--- config.mk ---
export PLATFORM = sky130hd
export DESIGN_NAME = keypad_digit_ctrl
export DESIGN_NICKNAME = d
export VERILOG_FILES = /design/src/rtl/keypad_digit_ctrl.sv
export SDC_FILE = /design/constraint.sdc
export NUM_CORES = 1
export LEC_CHECK = 0
export CAP_MARGIN = 0
export CORE_MARGIN = 2
export CORE_UTILIZATION = 59
export CTS_BUF_LIST = sky130_fd_sc_hd__clkbuf_16
export DETAILED_ROUTE_END_ITERATION = 16
export GPL_ROUTABILITY_DRIVEN = 1
export PLACE_DENSITY_LB_ADDON = 0.2
export SYNTH_ARGS = -nofsm -noshare
export SYNTH_HDL_FRONTEND = slang
export SYNTH_SLANG_ARGS = --single-unit
export TNS_END_PERCENT = 30
--- constraint.sdc ---
create_clock -name clk -period 3.2 [get_ports clk]
set_clock_uncertainty 0.1 [all_clocks]
set_input_delay 0.32 -clock clk [delete_from_list [all_inputs] [get_ports clk]]
set_output_delay 0.32 -clock clk [all_outputs]
set_load 0.05 [all_outputs]
--- src/rtl/keypad_digit_ctrl.sv ---
// keypad_digit_ctrl: scans a 4x4 active-low keypad, debounces presses and
//    shifts accepted hex codes into the two display digits (value1 <- value2 <- key).
// Latency: rows pass a 2-flop synchronizer. key_valid follows DEBOUNCE_CYCLES stable
//    low samples after capture. All outputs are registered.
// Backpressure: none. Each event is a single-cycle key_valid pulse with key_code, value1
//    and value2 updated in the same cycle. The display writer samples them.
// Ports:
//    clk, reset_n      system clock, asynchronous active-low reset
//    rows[3:0]         keypad rows (active-low, asynchronous), synchronized internally
//    cols[3:0]         column drives, exactly one bit low
//    value1/value2     older/newest displayed digit
//    key_valid         one-cycle event strobe
//    key_code          code of the last accepted key
// Optional feature: define KEYPAD_REPEAT_EN to emit auto-repeat events every
//    REPEAT_CYCLES while a key stays held. Without the macro no repeat counter is built.

module keypad_digit_ctrl #(
   parameter int SCAN_DIV        = 50000,
   parameter int DEBOUNCE_CYCLES = 400000,
   parameter int REPEAT_CYCLES   = 24000000
) (
   input  logic       clk,
   input  logic       reset_n,
   input  logic [3:0] rows,
   output logic [3:0] cols,
   output logic [3:0] value1,
   output logic [3:0] value2,
   output logic       key_valid,
   output logic [3:0] key_code
);

   // Elaboration-time parameter range checks
   if (SCAN_DIV < 4) begin : g_bad_scan_div
      $error("keypad_digit_ctrl: SCAN_DIV must be at least 4");
   end
   if (DEBOUNCE_CYCLES < 2) begin : g_bad_debounce
      $error("keypad_digit_ctrl: DEBOUNCE_CYCLES must be at least 2");
   end
   if (REPEAT_CYCLES < 2) begin : g_bad_repeat
      $error("keypad_digit_ctrl: REPEAT_CYCLES must be at least 2");
   end

   localparam int DW  = $clog2(SCAN_DIV);
   localparam int DBW = $clog2(DEBOUNCE_CYCLES);
   localparam logic [DW-1:0]  DWELL_LAST = DW'(SCAN_DIV - 1);
   localparam logic [DBW-1:0] DB_LAST    = DBW'(DEBOUNCE_CYCLES - 1);

`ifdef KEYPAD_REPEAT_EN
   localparam int RW = $clog2(REPEAT_CYCLES);
   localparam logic [RW-1:0] REP_LAST = RW'(REPEAT_CYCLES - 1);
`endif

   typedef enum logic [1:0] {
      S_SCAN     = 2'd0,
      S_DEBOUNCE = 2'd1,
      S_HELD     = 2'd2,
      S_RELEASE  = 2'd3
   } state_t;

   // Fixed keypad legend, indexed by {row, col}
   function automatic logic [3:0] key_map(input logic [1:0] r, input logic [1:0] c);
      logic [3:0] code;
      case ({r, c})
         4'h0: code = 4'h1;
         4'h1: code = 4'h2;
         4'h2: code = 4'h3;
         4'h3: code = 4'hA;
         4'h4: code = 4'h4;
         4'h5: code = 4'h5;
         4'h6: code = 4'h6;
         4'h7: code = 4'hB;
         4'h8: code = 4'h7;
         4'h9: code = 4'h8;
         4'hA: code = 4'h9;
         4'hB: code = 4'hC;
         4'hC: code = 4'hE;
         4'hD: code = 4'h0;
         4'hE: code = 4'hF;
         default: code = 4'hD;
      endcase
      return code;
   endfunction

   // Registered state
   logic [3:0]     rows_meta_q;
   logic [3:0]     rows_s_q;
   state_t         state_q,     state_d;
   logic [1:0]     ci_q,        ci_d;
   logic [1:0]     ri_q,        ri_d;
   logic [DW-1:0]  dwell_q,     dwell_d;
   logic [DBW-1:0] db_q,        db_d;
   logic [3:0]     cols_q,      cols_d;
   logic [3:0]     value1_q,    value1_d;
   logic [3:0]     value2_q,    value2_d;
   logic [3:0]     key_code_q,  key_code_d;
   logic           key_valid_q, key_valid_d;
`ifdef KEYPAD_REPEAT_EN
   logic [RW-1:0]  rep_q,       rep_d;
`endif

   // Row decode of the synchronized sample: a capture needs exactly one low row
   logic       one_low;
   logic [1:0] low_idx;
   logic       row_hi;
   logic       accept;
   logic [3:0] code;

   always_comb begin
      one_low = 1'b1;
      low_idx = 2'd0;
      case (rows_s_q)
         4'b1110: low_idx = 2'd0;
         4'b1101: low_idx = 2'd1;
         4'b1011: low_idx = 2'd2;
         4'b0111: low_idx = 2'd3;
         default: one_low = 1'b0;
      endcase
   end

   // Only the latched row matters once a key is captured; other rows are ignored
   assign row_hi = rows_s_q[ri_q];
   assign code   = key_map(ri_q, ci_q);

   always_comb begin
      state_d = state_q;
      ci_d    = ci_q;
      ri_d    = ri_q;
      dwell_d = dwell_q;
      db_d    = db_q;
      accept  = 1'b0;
`ifdef KEYPAD_REPEAT_EN
      rep_d   = rep_q;
`endif

      case (state_q)
         S_SCAN: begin
            if (dwell_q == DWELL_LAST) begin
               dwell_d = '0;
               if (one_low) begin
                  // Column stays frozen on ci_q while the press is qualified
                  ri_d    = low_idx;
                  db_d    = '0;
                  state_d = S_DEBOUNCE;
               end else begin
                  ci_d = ci_q + 2'd1;
               end
            end else begin
               dwell_d = dwell_q + DW'(1);
            end
         end

         S_DEBOUNCE: begin
            if (row_hi) begin
               // Bounce: resume scanning the same column from a fresh dwell
               state_d = S_SCAN;
               dwell_d = '0;
            end else if (db_q == DB_LAST) begin
               state_d = S_HELD;
               accept  = 1'b1;
               db_d    = '0;
`ifdef KEYPAD_REPEAT_EN
               rep_d   = '0;
`endif
            end else begin
               db_d = db_q + DBW'(1);
            end
         end

         S_HELD: begin
            if (row_hi) begin
               db_d    = '0;
               state_d = S_RELEASE;
            end
`ifdef KEYPAD_REPEAT_EN
            else if (rep_q == REP_LAST) begin
               accept = 1'b1;
               rep_d  = '0;
            end else begin
               rep_d = rep_q + RW'(1);
            end
`endif
         end

         S_RELEASE: begin
            // Any low reading restarts the release qualification; never re-arms HELD
            if (!row_hi) begin
               db_d = '0;
            end else if (db_q == DB_LAST) begin
               state_d = S_SCAN;
               ci_d    = ci_q + 2'd1;
               dwell_d = '0;
               db_d    = '0;
            end else begin
               db_d = db_q + DBW'(1);
            end
         end

         default: begin
            state_d = S_SCAN;
            dwell_d = '0;
            db_d    = '0;
         end
      endcase
   end

   // Output next-state: the digit shift and strobe happen only on an accept
   always_comb begin
      cols_d      = ~(4'b0001 << ci_d);
      key_valid_d = accept;
      key_code_d  = key_code_q;
      value1_d    = value1_q;
      value2_d    = value2_q;
      if (accept) begin
         key_code_d = code;
         value1_d   = value2_q;
         value2_d   = code;
      end
   end

   always_ff @(posedge clk or negedge reset_n) begin
      if (!reset_n) begin
         rows_meta_q <= 4'b1111;
         rows_s_q    <= 4'b1111;
         state_q     <= S_SCAN;
         ci_q        <= 2'd0;
         ri_q        <= 2'd0;
         dwell_q     <= '0;
         db_q        <= '0;
         cols_q      <= 4'b1110;
         value1_q    <= 4'h0;
         value2_q    <= 4'h0;
         key_code_q  <= 4'h0;
         key_valid_q <= 1'b0;
`ifdef KEYPAD_REPEAT_EN
         rep_q       <= '0;
`endif
      end else begin
         rows_meta_q <= rows;
         rows_s_q    <= rows_meta_q;
         state_q     <= state_d;
         ci_q        <= ci_d;
         ri_q        <= ri_d;
         dwell_q     <= dwell_d;
         db_q        <= db_d;
         cols_q      <= cols_d;
         value1_q    <= value1_d;
         value2_q    <= value2_d;
         key_code_q  <= key_code_d;
         key_valid_q <= key_valid_d;
`ifdef KEYPAD_REPEAT_EN
         rep_q       <= rep_d;
`endif
      end
   end

   assign cols      = cols_q;
   assign value1    = value1_q;
   assign value2    = value2_q;
   assign key_code  = key_code_q;
   assign key_valid = key_valid_q;

endmodule

======== Yosys cells after proc, flatten, opt, wreduce, memory -nomap -nowiden ========
Memory sizes are Yosys's and may differ from the RTL's. A register that Yosys moved wholly into a read port is not among the register bits.
Cells that the tools add are included.
operators by class
  add/sub/neg operators ................... 3
  magnitude comparators ................... 1
  eq/ne operators ......................... 17
  shift-type cells ........................ 1
  multiplexer cells ....................... 32
  bitwise logic cells ..................... 1
  reduce and logical (&&, ||, !) cells .... 8
operators with widths
  cell                   number
  $mux 19                6
  $pmux 19 s4            1
  $mux 16                4
  $pmux 16 s3            1
  $mux 2                 11
  $add 19x1->19 const B  1
  $eq 19x19->1 const B   1
  $add 16x1->16 const B  1
  $eq 16x16->1 const B   1
  $ne 2x2->1 const B     7
  $eq 4x4->1 const B     3
  $pmux 2 s4             1
  $reduce_and 4->1       2
  $pmux 2 s3             1
  $reduce_and 6->1       1
  $mux 1                 5
  $eq 2x2->1 const B     2
  $eq 4x3->1 const B     1
  $not 4->4              1
  $pmux 2 s2             1
  $reduce_or 4->1        1
  $shl 1x2->4 const A    1
  $lt 2x3->1 const B     1
  $ne 3x3->1 const B     1
  other kinds (7)        7
word-level totals
  register bits ........................... 58
  memory bits (read-only) ................. 64
  input port bits ......................... 6
  output and inout port bits .............. 17
  memories ................................ 1
memory list
  name              depth  width  read ports  clocked after Yosys merged registers in  write ports  RTL line  source
  (name not given)  16     4      1           1                                        0            63        case ({r, c})

======== Depth between registers and ports, before layout ========
  word-level depth ........................ 8
  mapped depth ............................ 8
  gate-level depth less buffers ........... 8

======== Worst setup path after synthesis ========
No wires, ideal clock.
  kind .................................... register to register
  start point ............................. reg rows_s_q[0]
  end point ............................... reg dwell_q[10]
  library setup time ...................... 0.129 ns
  data arrival time ....................... 2.192 ns
  required time ........................... 2.971 ns
  setup slack ............................. 0.779 ns
  cell stages (with the launch flop) ...... 9
  cells stage by stage .................... dfstp_2 clkbuf_1 mux4_2 inv_1 o31a_1 a211o_1 buf_2 o21ai_0 o41ai_1
between the ends
  word-level cells in the longest chain between the ends .. 4
ends and longest elaborated chain
  item                                 RTL line  source
  start, declared                      86        logic [3:0] rows_s_q;
  start signal, assigned               239       rows_s_q <= rows_meta_q;
  $bmux 1 s2 *                         121       assign row_hi = rows_s_q[ri_q];
  $mux 1 (implied by the code) *       121
  $ne 2x2->1 (no source line)          -
  $reduce_and 4->1 (no source line) *  -
  end signal, assigned                 243       dwell_q <= dwell_d;
  end, declared                        90        logic [DW-1:0] dwell_q, dwell_d;
Every way passes the cells marked *; elsewhere a longest branch is shown, timed or not. The select of a mux whose other input is x is not followed.
A chain may end at the register's enable or synchronous reset.

======== Worst setup path after layout ========
  start point ............................. reg dwell_q[5]
  end point ............................... reg db_q[9]
between the ends
  word-level cells in the longest chain between the ends .. 3
ends and longest elaborated chain
  item                               RTL line  source
  $eq 16x16->1                       137       if (dwell_q == DWELL_LAST) begin
  $ne 2x2->1 (no source line)        -
  $reduce_and 4->1 (no source line)  -
  end signal, assigned               228       db_q <= '0;
  end signal, assigned               244       db_q <= db_d;
  end, declared                      91        logic [DBW-1:0] db_q, db_d;
Every way passes these cells.

==> results.sh <==
export IMPL_drtIter0Drc=226
export IMPL_leakage_nw=1.715
export IMPL_grt_max_degree=52
export IMPL_yosys_register_bits=62
export IMPL_p_comb_frac=0.018
export IMPL_synthArstFlopShare=1.000
export IMPL_fin_ws_ps=544.0
export IMPL_io_pins=23
export IMPL_antennaDiodeCount=0
export IMPL_gp_congestion=0.8996
export IMPL_grt_remaining_overflow=0
export IMPL_synth_edf_count=0
export IMPL_place_area_sq_mm=0.003692
export IMPL_crit_path_start_kind="flop"
export IMPL_synth_top_family_by_area="simple AND/OR/NAND/NOR gates"
export IMPL_synth_yosys_seq_area_share=0.4510
export IMPL_yosys_area_top_type="dfrtp_1"
export IMPL_io_buffers=22
export IMPL_finalSetupTns_ps=0
export IMPL_ff2ff_path_depth=6
export IMPL_wirelength_um=7037
export IMPL_drive_above_1_share=0.08416
export IMPL_htree_levels=3
export IMPL_clk_pin_slew_ps=50
export IMPL_p_sw_frac=0.2028
export IMPL_path_max_fanout=17
export IMPL_holdWs_ps=101.5
export IMPL_grt_pass1_wl_um=12040
export IMPL_synth_nets=398
export IMPL_crit_path_end_kind="flop"
export IMPL_worstPathArrival_ps=2770
export IMPL_cts_tree="yes"
export IMPL_vdd_drop_max_uv=293.6
export IMPL_clock_latency_ps=330
export IMPL_synthAdderAreaFrac=0.03965
export IMPL_ys_types=59
export IMPL_synth_xor_area_share=0.01514
export IMPL_dieArea_sq_mm=0.006512
export IMPL_syn_cell_area_sq_mm=0.003471
export IMPL_cts_hold_buffers=0
export IMPL_synthSimpleGateAreaFrac=0.2498
export IMPL_ant_nets=0
export IMPL_die_y_um=80.70
export IMPL_numCtsBuffers=9
export IMPL_post_cts_buffers=0
export IMPL_wl_per_cell_um=14.78
export IMPL_required_ps=3320
export IMPL_syn_area_per_cell_sq_um=9.110
export IMPL_nets=416
export IMPL_period_needed_ps=2656
export IMPL_r2r_slack_ps=540
export IMPL_outcome="complete, no violations"
export IMPL_setup_viol=0
export IMPL_grt_pass1_vias=2560
export IMPL_num_rows=27
export IMPL_p_sw_uw=332.8
export IMPL_design_area_sq_mm=0.003945
export IMPL_cts_root_buf="clkbuf_16"
export IMPL_multiInputGateArea_sq_mm=0.001758
export IMPL_dpl_hpwl_um=4775
export IMPL_synth_ff_type="dfrtp_1"
export IMPL_initial_core_util=0.6189
export IMPL_path_class="flop to flop"
export IMPL_die_x_um=80.70
export IMPL_internal_power_mw=1.308
export IMPL_grt_usage=0.2410
export IMPL_r2r_start="dwell_q[5]"
export IMPL_ctsResizeCount=0
export IMPL_hold_path_class="input pin to asynchronous set/reset pin"
export IMPL_worstMarginPinSlew_ps=1101
export IMPL_p_per_area_mw_per_mm2=416.0
export IMPL_synthMuxAreaShare=0.03100
export IMPL_synth_area_leaders="dfrtp_1, dfstp_2, nand2_1"
export IMPL_clockBufferDepth=2
export IMPL_rsz0062_at_grt="false"
export IMPL_avgViaCountPerCell=6.155
export IMPL_seqPwrFrac=0.489
export IMPL_yosysTopAreaCellShare=0.3677
export IMPL_drt_pass1_iter_count=5
export IMPL_r2r_end="db_q[9]"
export IMPL_dpl_worst_slack_ps=569.5
export IMPL_core_area_sq_mm=0.005608
export IMPL_n_fill_cell=421
export IMPL_slew_headroom=0.2663
export IMPL_synth_compound_area_share=0.1709
export IMPL_finalCritPeriodShare=0.8300
export IMPL_seq_area_sq_mm=0.001565
export IMPL_power_share_clock=0.494
export IMPL_grt_antenna_before_repair=0
export IMPL_areaGrowthSynthToFinish_pct=13.66
export IMPL_syn_inst=381
export IMPL_fmax_mhz=376.5
export IMPL_dr_total_vias=2930
export IMPL_maxSlewViolCount=0
export IMPL_drv_cap=0
export IMPL_route_detailed_drc=0
export IMPL_hold_viol_final=0
export IMPL_cts_sinks=62
export IMPL_synth_warnings=0
## power groups by stage
stage | logic, mW | registers, mW | clock network [mW]
after floorplan | 0.0101 | 0.810 | 0
after global placement | 0.0297 | 0.813 | 0
after detailed placement | 0.0299 | 0.814 | 0
after CTS | 0.0301 | 0.801 | 0.826
after global routing | 0.0336 | 0.801 | 0.869
final | 0.0288 | 0.802 | 0.810
## per-stage QoR
step	cells	power (mW)	utilization
floorplan	381	0.8199	-
global placement	460	0.8428	0.6584
detailed placement	460	0.8437	0.6584
CTS	476	1.658	0.7035
global route	476	1.704	0.7035
finish	476	1.641	0.7035
## cells by family (layout without fill, tap and decap cells)
kind of cell | count (synthesis) | count (layout)
xor gates and xnor gates | 6 | 6
AOI/OAI and AO/OA | 94 | 94
buffers and inverters | 30 | 53
and+or+nand+nor | 171 | 171
adders and majority gates | 11 | 11
muxes | 7 | 7
DFF | 62 | 62
## layer usage
metal	wire (um)	track usage	vias to the layer above	share of wire
li1	-	-	1420	-
met3	435	0.04494	10	0.062
met4	95	0.1000	0	0.014
met1	3438	0.3584	1388	0.49
met5	0	0	-	0
met2	3067	0.3458	112	0.44
## state kept, by name, summed over array words and instances (netlist names), named ones only
name and count:
rows_meta_q 4, key_code 4, key_valid 1, value1 4
state_q 1, db_q 19, ci_q 2, cols 4
ri_q 2, rows_s_q 4, dwell_q 16
## worst max-delay path, cell delays in order, from the launching register on
cell,delay (ps)
dfrtp_1,450
nor4bb_1,440
nand4_1,220
o21ai_2,440
nand2_4,220
or2_4,370
o41ai_1,320
## cell usage after synthesis (4+ instances only)
cell type and number:
nand2_1 56, dfrtp_1 51, nor2_1 38, o21ai_0 36
nand3_1 16, a21oi_1 13, inv_1 12, dfstp_2 11
ha_1 11, and3_1 10, nand4_1 10, o31ai_1 9
a31oi_1 7, clkbuf_1 7, and2_1 6, nor4_1 5
xor2_1 5, a21o_1 4, buf_2 4, buf_4 4
mux2i_1 4, nor3_1 4
## placed cells by master, fill, tap and decap left out, types with 5 or more instances in the layout
cell type / instances
nor4_1: 5
o31ai_1: 9
dfrtp_1: 51
nor2_1: 38
a21oi_1: 13
o21ai_0: 36
and2_1: 6
nand4_1: 10
and3_1: 10
clkbuf_16: 9
inv_1: 15
a31oi_1: 7
nand2_1: 56
clkdlybuf4s50_1: 21
dfstp_2: 11
xor2_1: 5
nand3_1: 16
ha_1: 11
## cell type report
type | instances | area share
inverter | 13 | 0.01237
clock buffer | 9 | 0.05709
tap | 72 | 0.02284
multi-input combinational | 289 | 0.4456
clock inverter | 7 | 0.006977
timing repair buffer | 24 | 0.05836
sequential | 62 | 0.3968
## how the worst max path moves through the flow
stage / from / cells after the start / slack (ps) / to
6_report: dwell_q[5] / 6 / 540 / db_q[9]
5_1_grt: dwell_q[5] / 6 / 230 / db_q[10]
4_1_cts: dwell_q[5] / 6 / 560 / db_q[10]
3_5_place_dp: dwell_q[0] / 7 / 570 / dwell_q[13]
3_3_place_gp: dwell_q[0] / 7 / 640 / dwell_q[13]
2_1_floorplan: rows_s_q[0] / 8 / 780 / dwell_q[10]
No activity file was read; power rests on OpenSTA's default activity.
